<file path="config.mk">
export PLATFORM = sky130hd
export DESIGN_NAME = acq_trigger_sequencer
export DESIGN_NICKNAME = d
export VERILOG_FILES = /design/src/rtl/acq_trigger_sequencer.sv
export SDC_FILE = /design/constraint.sdc
export NUM_CORES = 1
export LEC_CHECK = 0
export CORE_MARGIN = 2
export CORE_UTILIZATION = 45
export CTS_BUF_LIST = sky130_fd_sc_hd__clkbuf_4 sky130_fd_sc_hd__clkbuf_8
export DETAILED_ROUTE_END_ITERATION = 16
export PLACE_DENSITY_LB_ADDON = 0.25
export SLEW_MARGIN = 20
export SYNTH_ARGS = -nofsm -noshare
export SYNTH_HDL_FRONTEND = slang
export SYNTH_SLANG_ARGS = --single-unit
export TNS_END_PERCENT = 20
</file>
<file path="constraint.sdc">
create_clock -name clklvds -period 2.78 [get_ports clklvds]
set_input_delay 0.556 -clock clklvds [delete_from_list [all_inputs] [get_ports clklvds]]
set_output_delay 0.556 -clock clklvds [all_outputs]
set_load 0.03 [all_outputs]
</file>
<file path="src/rtl/acq_trigger_sequencer.sv">
// -----------------------------------------------------------------------------
// acq_trigger_sequencer
//
// Sequences one ADC acquisition in the clklvds domain. A rising edge on arm
// starts it; the trigger channel is then qualified against two signed
// thresholds (rising, falling, or rising with an auto-trigger timeout), and a
// programmed number of samples is written into the LVDS sample FIFO. Writes
// are held off while the FIFO is nearly full.
//
// Ports
//   clklvds      in   1   sample clock
//   rstn         in   1   asynchronous active-low reset
//   arm          in   1   level; rising edge starts an acquisition
//   abort        in   1   level; forces return to IDLE
//   trig_type    in   2   0 none, 1 rising, 2 falling, 3 rising + auto timeout
//   lowerthresh  in   12  signed lower threshold
//   upperthresh  in   12  signed upper threshold
//   length       in   16  samples to capture after trigger
//   samplevalue  in   12  signed trigger-channel sample, valid every cycle
//   fifo_wrused  in   11  FIFO write-side fill level
//   fifo_wr      out  1   FIFO write strobe (registered)
//   busy         out  1   high in any state except IDLE
//   done         out  1   one-cycle pulse at end of capture
//   auto_trig    out  1   sticky: last acquisition triggered by timeout
//   stalled      out  1   sticky: capture stalled on FIFO level
//   sample_cnt   out  16  samples written in the current/last acquisition
// -----------------------------------------------------------------------------
module acq_trigger_sequencer #(
    parameter int unsigned FIFO_LIMIT  = 1020,
    parameter int unsigned TIMEOUT_CYC = 65535
) (
    input  logic               clklvds,
    input  logic               rstn,
    input  logic               arm,
    input  logic               abort,
    input  logic [1:0]         trig_type,
    input  logic signed [11:0] lowerthresh,
    input  logic signed [11:0] upperthresh,
    input  logic [15:0]        length,
    input  logic signed [11:0] samplevalue,
    input  logic [10:0]        fifo_wrused,
    output logic               fifo_wr,
    output logic               busy,
    output logic               done,
    output logic               auto_trig,
    output logic               stalled,
    output logic [15:0]        sample_cnt
);

    localparam logic [10:0] LIMIT        = 11'(FIFO_LIMIT);
    // Transition is taken in the cycle the counter holds TIMEOUT_CYC-1, so
    // CAPTURE begins exactly TIMEOUT_CYC cycles after entering WAIT_A.
    localparam logic [15:0] TIMEOUT_LAST = 16'(TIMEOUT_CYC - 1);

    typedef enum logic [2:0] {
        IDLE,
        WAIT_A,
        WAIT_B,
        CAPTURE,
        DONE
    } state_t;

    state_t             state;
    logic               arm_q;
    logic [1:0]         type_l;
    logic signed [11:0] lower_l;
    logic signed [11:0] upper_l;
    logic [15:0]        length_l;
    logic [15:0]        tcnt;

    logic start;
    logic a_hit;
    logic b_hit;
    logic timeout_hit;

    assign start = arm & ~arm_q;

    // Falling trigger swaps the order of the two threshold crossings.
    always_comb begin
        a_hit       = 1'b0;
        b_hit       = 1'b0;
        timeout_hit = 1'b0;
        if (type_l == 2'd2) begin
            a_hit = samplevalue > upper_l;
            b_hit = samplevalue < lower_l;
        end else begin
            a_hit = samplevalue < lower_l;
            b_hit = samplevalue > upper_l;
        end
        timeout_hit = (type_l == 2'd3) && (tcnt == TIMEOUT_LAST);
    end

    always_ff @(posedge clklvds or negedge rstn) begin
        if (!rstn) begin
            state      <= IDLE;
            arm_q      <= 1'b0;
            type_l     <= 2'd0;
            lower_l    <= '0;
            upper_l    <= '0;
            length_l   <= '0;
            tcnt       <= '0;
            fifo_wr    <= 1'b0;
            busy       <= 1'b0;
            done       <= 1'b0;
            auto_trig  <= 1'b0;
            stalled    <= 1'b0;
            sample_cnt <= '0;
        end else begin
            arm_q <= arm;
            if (abort) begin
                // Counters and sticky flags are kept for post-mortem readout.
                state   <= IDLE;
                fifo_wr <= 1'b0;
                done    <= 1'b0;
                busy    <= 1'b0;
            end else begin
                case (state)
                    IDLE: begin
                        fifo_wr <= 1'b0;
                        done    <= 1'b0;
                        if (start) begin
                            sample_cnt <= '0;
                            auto_trig  <= 1'b0;
                            stalled    <= 1'b0;
                            type_l     <= trig_type;
                            lower_l    <= lowerthresh;
                            upper_l    <= upperthresh;
                            length_l   <= length;
                            tcnt       <= '0;
                            busy       <= 1'b1;
                            state      <= (trig_type == 2'd0) ? CAPTURE : WAIT_A;
                        end
                    end
                    WAIT_A: begin
                        tcnt <= tcnt + 16'd1;
                        if (timeout_hit) begin
                            auto_trig <= 1'b1;
                            state     <= CAPTURE;
                        end else if (a_hit) begin
                            state <= WAIT_B;
                        end
                    end
                    WAIT_B: begin
                        tcnt <= tcnt + 16'd1;
                        // A real trigger takes precedence over a coincident timeout.
                        if (b_hit) begin
                            state <= CAPTURE;
                        end else if (timeout_hit) begin
                            auto_trig <= 1'b1;
                            state     <= CAPTURE;
                        end
                    end
                    CAPTURE: begin
                        if (sample_cnt == length_l) begin
                            fifo_wr <= 1'b0;
                            done    <= 1'b1;
                            state   <= DONE;
                        end else if (fifo_wrused < LIMIT) begin
                            fifo_wr    <= 1'b1;
                            sample_cnt <= sample_cnt + 16'd1;
                        end else begin
                            fifo_wr <= 1'b0;
                            stalled <= 1'b1;
                        end
                    end
                    DONE: begin
                        fifo_wr <= 1'b0;
                        done    <= 1'b0;
                        busy    <= 1'b0;
                        state   <= IDLE;
                    end
                    default: begin
                        fifo_wr <= 1'b0;
                        done    <= 1'b0;
                        busy    <= 1'b0;
                        state   <= IDLE;
                    end
                endcase
            end
        end
    end

endmodule

</file>
=== Word level (Yosys, flattened, before mapping) ===
Index checks and enable logic that the tools add are counted.

* Bits in registers: 83

* Bitwise logic cells: 3
* Reductions and logical operators: 16
* Multiplexer cells: 33
* Eq/ne operators: 18
* Order comparisons: 3
* Add/sub/neg operators: 2

{| class="wikitable"
|+ Operator list
! cell !! number
|-
| 16-bit one-hot mux with 2 select lines || 2
|-
| 16-bit 2-to-1 mux || 3
|-
| 16-bit by 1-bit adder with 16-bit output (second input constant) || 2
|-
| 3-bit 2-to-1 mux || 7
|-
| 16-bit == test || 1
|-
| 16-bit == test (second input constant) || 1
|-
| 1-bit 2-to-1 mux || 14
|-
| 12-bit greater-than comparator || 1
|-
| 12-bit less-than comparator || 1
|-
| 3-bit one-hot mux with 4 select lines || 1
|-
| 11-bit by 10-bit less-than comparator with 1-bit output (second input constant) || 1
|-
| 2-bit != test (second input constant) || 5
|-
| 5-bit AND reduction || 2
|-
| 4-bit != test (second input constant) || 2
|-
| 1-bit one-hot mux with 2 select lines || 4
|-
| 4-bit AND reduction || 2
|-
| 3-bit by 2-bit == test with 1-bit output (second input constant) || 2
|-
| 3-bit != test (second input constant) || 2
|-
| 3-bit AND reduction || 2
|-
| 2-bit == test (second input constant) || 2
|-
| 2-bit by 1-bit != test with 1-bit output (second input constant) || 2
|-
| 2-bit AND reduction || 2
|-
| 2-bit nonzero test || 2
|-
| 3-bit by 1-bit == test with 1-bit output (second input constant) || 1
|-
| other kinds (10) || 11
|}

=== Logic depth before layout (Yosys ltp) ===
Gate-level depths: netlist of run 1.

* Depth after elaboration: 6
* Gate-level depth with buffers: 10

=== Worst setup path before layout of run 1 ===
No wires, ideal clock.

* Kind: input-to-reg
* From: input port samplevalue[1]
* To: register state[0]
* Slack: 314 ps
* Cell stages on the path: 9
* Library setup time: 122 ps
* Data required time: 2658 ps
* Arrival time: 2344 ps
* Path through: ha_1 nor2b_1 o211ai_2 a211oi_1 o31a_1 o31ai_1 mux2i_1 or3_1 a32o_1

* Word-level cells in the longest chain between the ends: 5

{| class="wikitable"
|+ Ends and longest elaborated chain
! what !! line !! text
|-
| start: declaration || 40 || <nowiki>input logic signed [11:0] samplevalue,</nowiki>
|-
| 12-bit greater-than comparator / 12-bit less-than comparator (equally long branches) || n/a ||
|-
| 1-bit 2-to-1 mux || 83 || <nowiki>if (type_l == 2'd2) begin</nowiki>
|-
| 3-bit 2-to-1 mux || 146 || <nowiki>if (b_hit) begin</nowiki>
|-
| 3-bit one-hot mux with 4 select lines || 117 || <nowiki>case (state)</nowiki>
|-
| 3-bit 2-to-1 mux || 110 || <nowiki>if (abort) begin</nowiki>
|-
| end signal: assignment || 131 || <nowiki>state <= (trig_type == 2'd0) ? CAPTURE : WAIT_A;</nowiki>
|-
| end: declaration || 63 || <nowiki>state_t state;</nowiki>
|}

Several ways; a longest one is shown, not always the timed one.
A chain may end at the register's enable or synchronous reset.

=== Final worst setup path of run 1 ===
* From: input port samplevalue[7]
* To: register state[0]

Same word-level chain as after synthesis.

==> results.md, run 1 <==
- Crit-path most repeated cell: o31a_1
- Crit-path cells: clkdlybuf4s50_1 -> ha_4 -> nand4_1 -> o31a_1 -> o31a_1 -> buf_4 -> o22ai_2 -> mux2i_1 -> or3_1 -> a32o_1
- Max-cap violations: 0
- Clock sinks: 83
- Most Crowded Layer GR: met2
- RSZ-0062 raised after global routing: false
- Post-route ant nets: 0
- Drt first pass iters: 4
- Number of CTS-inserted buffers: 9
- Fillers: 842
- Multi-input logic area: 2307 sq um
- Min cycle time layout: around 2.7 ns
- Met3 Use GR: 3.091%
- DIE AREA: about 11000 sq um
- Row count: 36
- Post-DP Area: 5570 sq um
- Die Wd: 103.4 um
- Ys Warns: 0
- GRT overflow: 0
- GR Layer Usage met1: between 20% and 30%
- Setup crit start kind: primary input
- Leak pwr: 0.002705 uW
- Status: completed
- Vias in the first global route: roughly 3800
- Starting density of the core: 45.94%
- CTS clk-pin slew, worst paths: 0.09 ns
- Via count: between 3000 and 4000
- Max-slew violation count: 0
- Die Ht: 103.4 um
- Period utilization: 96.99%
- Clock Skew: 0.009840 ns
- Cell count after synthesis: around 490
- CTS tree: built
- Maximum fanout along the worst path: 3
- Routed vias/inst: approximately 5.1
- M2 GR Usage: 34.64%
- Synth top area cells: dfrtp_1 (47%), nand2_1 (8.8%), ha_1 (7.3%), xnor2_1 (4.3%), xor2_1 (3.9%)
- DR DRC count: 0
- Net count, final: 681
- PortBufs: 87
- Seq/Total Area, Yosys: a little under half
- Final wirelength: 10270 um
- Skew-Pair Late Insertion Delay: 0.35 ns
- Cell area after synthesis: 4449 sq um
- Max Buffers Root-to-Sink: 2
- Slowest stage delay, CP: roughly 0.48 ns
- Ratio of cells with drive above 1 in the final layout: 10.32%
- Routed len/inst: 14.19 um
- Register Area: approximately 2100 sq um
- Initial detailed-routing violation count: 187
- Hold WC Path Type: primary input to async pin
- CP max-delay cell: clkdlybuf4s50_1
- Largest net degree at the start of global routing: 52
- Synthesized net count: 583
- Crit end category: register
- First-pass GRT wire length: between 15000 and 20000 um
- Syn avg cell area: between 9 and 10 sq um
- Core Footprint: roughly 9700 sq um
- Final non-filler cell area: 5904 sq um
- HPWL Detailed: 7464 um
- Endpoints failing hold: 0
- Initial antenna violation count: 0
- Setup TNS: 0 ns
- Area grow syn2layout: 32.71%
- Area leader, netlist: dfrtp_1
- Ys flop type: dfrtp_1
- Arrival @ worst endpoint: just under 3 ns
- #FFs+latches synth: 83
- Top Family by Delay on Critical Path: compound AO/OA/AOI/OAI gates
- Peak supply drop: 0.3061 mV
- Buf/Inv on CP: 2
- I/O pin count: 90
- Worst path required time: roughly 3.0 ns
- GP Congestion: 0.8396
- CP Class: primary input to register
- Clk root buf: clkbuf_8
- # hold bufs at CTS: 0
- Synth async-reset ratio: between 90% and 100%
- PD cells: 723.4 nW/um^2
- Worst-Margin Slew: approximately 0.49 ns
- Slew HR: 67.66%
- Finish-stage setup viols: 0
- Diode count: 0
- EDFF count, synth: 0
- H-tree levels: 3
- Max Fclk: 0.3709 GHz
- Overall Global Routing Usage: 20.17%
- Top cell type's share of synthesized area: 46.68%
- Synth cell types: 48
routing by layer:
| layer | vias up | wire length [um] |
|---|---|---|
| met3 | 11 | 543 |
| met4 | 0 | 129 |
| met2 | 92 | 5033 |
| li1 | 1839 | - |
| met5 | - | 0 |
| met1 | 1784 | 4566 |
what timing repair did:
action	in CTS	in global routing
gates resized for setup	0	23
setup endpoints to repair	0	3
setup buffers	0	0
power breakdown:
part	internal (uW)	switching, uW	leakage [uW]
clock	440	450	0.000102
combinational	767	844	0.00151
sequential	1550	220	0.00109
total	2760	1510	0.00270
logic make-up (layout without fill, tap and decap cells):
| group | after synthesis | count (layout) | synth area share, % |
|---|---|---|---|
| muxes | 1 | 1 | 0.2250 |
| xor gates and xnor gates | 42 | 42 | 8.268 |
| AOI/OAI and AO/OA | 74 | 74 | 10.69 |
| adders and majority gates | 26 | 26 | 7.312 |
| DFF | 83 | 83 | 46.68 |
| buffers and inverters | 43 | 146 | 3.993 |
| and+or+nand+nor | 219 | 219 | 22.83 |
synth_stat cells, types with 9 or more instances:
| cell | n |
|---|---|
| ha_1 | 26 |
| nor2_1 | 44 |
| xor2_1 | 20 |
| o21ai_0 | 32 |
| a21oi_1 | 10 |
| dfrtp_1 | 83 |
| nand2_1 | 104 |
| nand3_1 | 9 |
| xnor2_1 | 22 |
| inv_1 | 26 |
| clkbuf_1 | 13 |
| nand4_1 | 23 |
stage by stage:
step	setup WS, ns	total power [uW]	hold WS, ns	cells	utilization [%]
after floorplan	0.3141	2774	0.2604	488	-
after global placement	-0.2655	3212	0.4569	708	57.52
after detailed placement	-0.3466	3278	0.4556	708	57.52
after CTS	0.008114	4178	0.1458	724	59.61
after global routing	0.007317	4593	0.1656	724	60.97
final	0.08376	4271	0.1349	724	60.97
area by class of cell:
type	instances	share of cell area, %
inverter	26	1.653
multi-input combinational	362	39.08
timing repair buffer	104	17.84
clock inverter	6	1.102
sequential	83	35.18
clock buffer	10	2.331
tap	133	2.818
state kept, by name, indices dropped and copies added, names as in the netlist:
signal and flops:
stalled 1, sample_cnt 16, busy 1, tcnt 16
upper_l 12, lower_l 12, done 1, auto_trig 1
arm_q 1, length_l 16, fifo_wr 1, state 3
type_l 2
layout by cell type (no fill, tap or decap), types with 6 or more instances in the layout:
| cell | count |
|---|---|
| nand2_1 | 104 |
| dfrtp_1 | 83 |
| clkdlybuf4s50_1 | 78 |
| nor2_1 | 44 |
| o21ai_0 | 31 |
| inv_1 | 26 |
| nand4_1 | 23 |
| xnor2_1 | 22 |
| xor2_1 | 20 |
| ha_1 | 20 |
| buf_4 | 15 |
| clkbuf_8 | 10 |
| nand3_1 | 9 |
| dlymetal6s2s_1 | 8 |
| nor2b_1 | 7 |
| a21o_1 | 7 |
| a21oi_1 | 7 |
| and3_1 | 6 |
| ha_4 | 6 |
path summary, 6_finish.rpt:
path / startpoint / end / slack, ns / cells after the start
max: samplevalue[7] / state[0] / 0.08 / 10
min: rstn / lower_l[9] / 0.13 / 1
max reg2reg: upper_l[1] / state[0] / 0.23 / 11
min reg2reg: lower_l[0] / lower_l[0] / 0.47 / 2
max in group asynchronous: rstn / sample_cnt[6] / 2.01 / 2
min in group clklvds: lower_l[0] / lower_l[0] / 0.47 / 2
Power figures use the tool's default switching activity.
==> run 2: changes to the inputs <==
--- a/config.mk
+++ b/config.mk
@@ -8,6 +8,7 @@
 export CORE_MARGIN = 2
 export CORE_UTILIZATION = 45
 export CTS_BUF_LIST = sky130_fd_sc_hd__clkbuf_4 sky130_fd_sc_hd__clkbuf_8
+export CTS_CLUSTER_DIAMETER = 100
 export DETAILED_ROUTE_END_ITERATION = 16
 export PLACE_DENSITY_LB_ADDON = 0.25
 export SLEW_MARGIN = 20
==> results of run 2 <==
No change in the layout: final DEF, timing and power equal those of run 1.
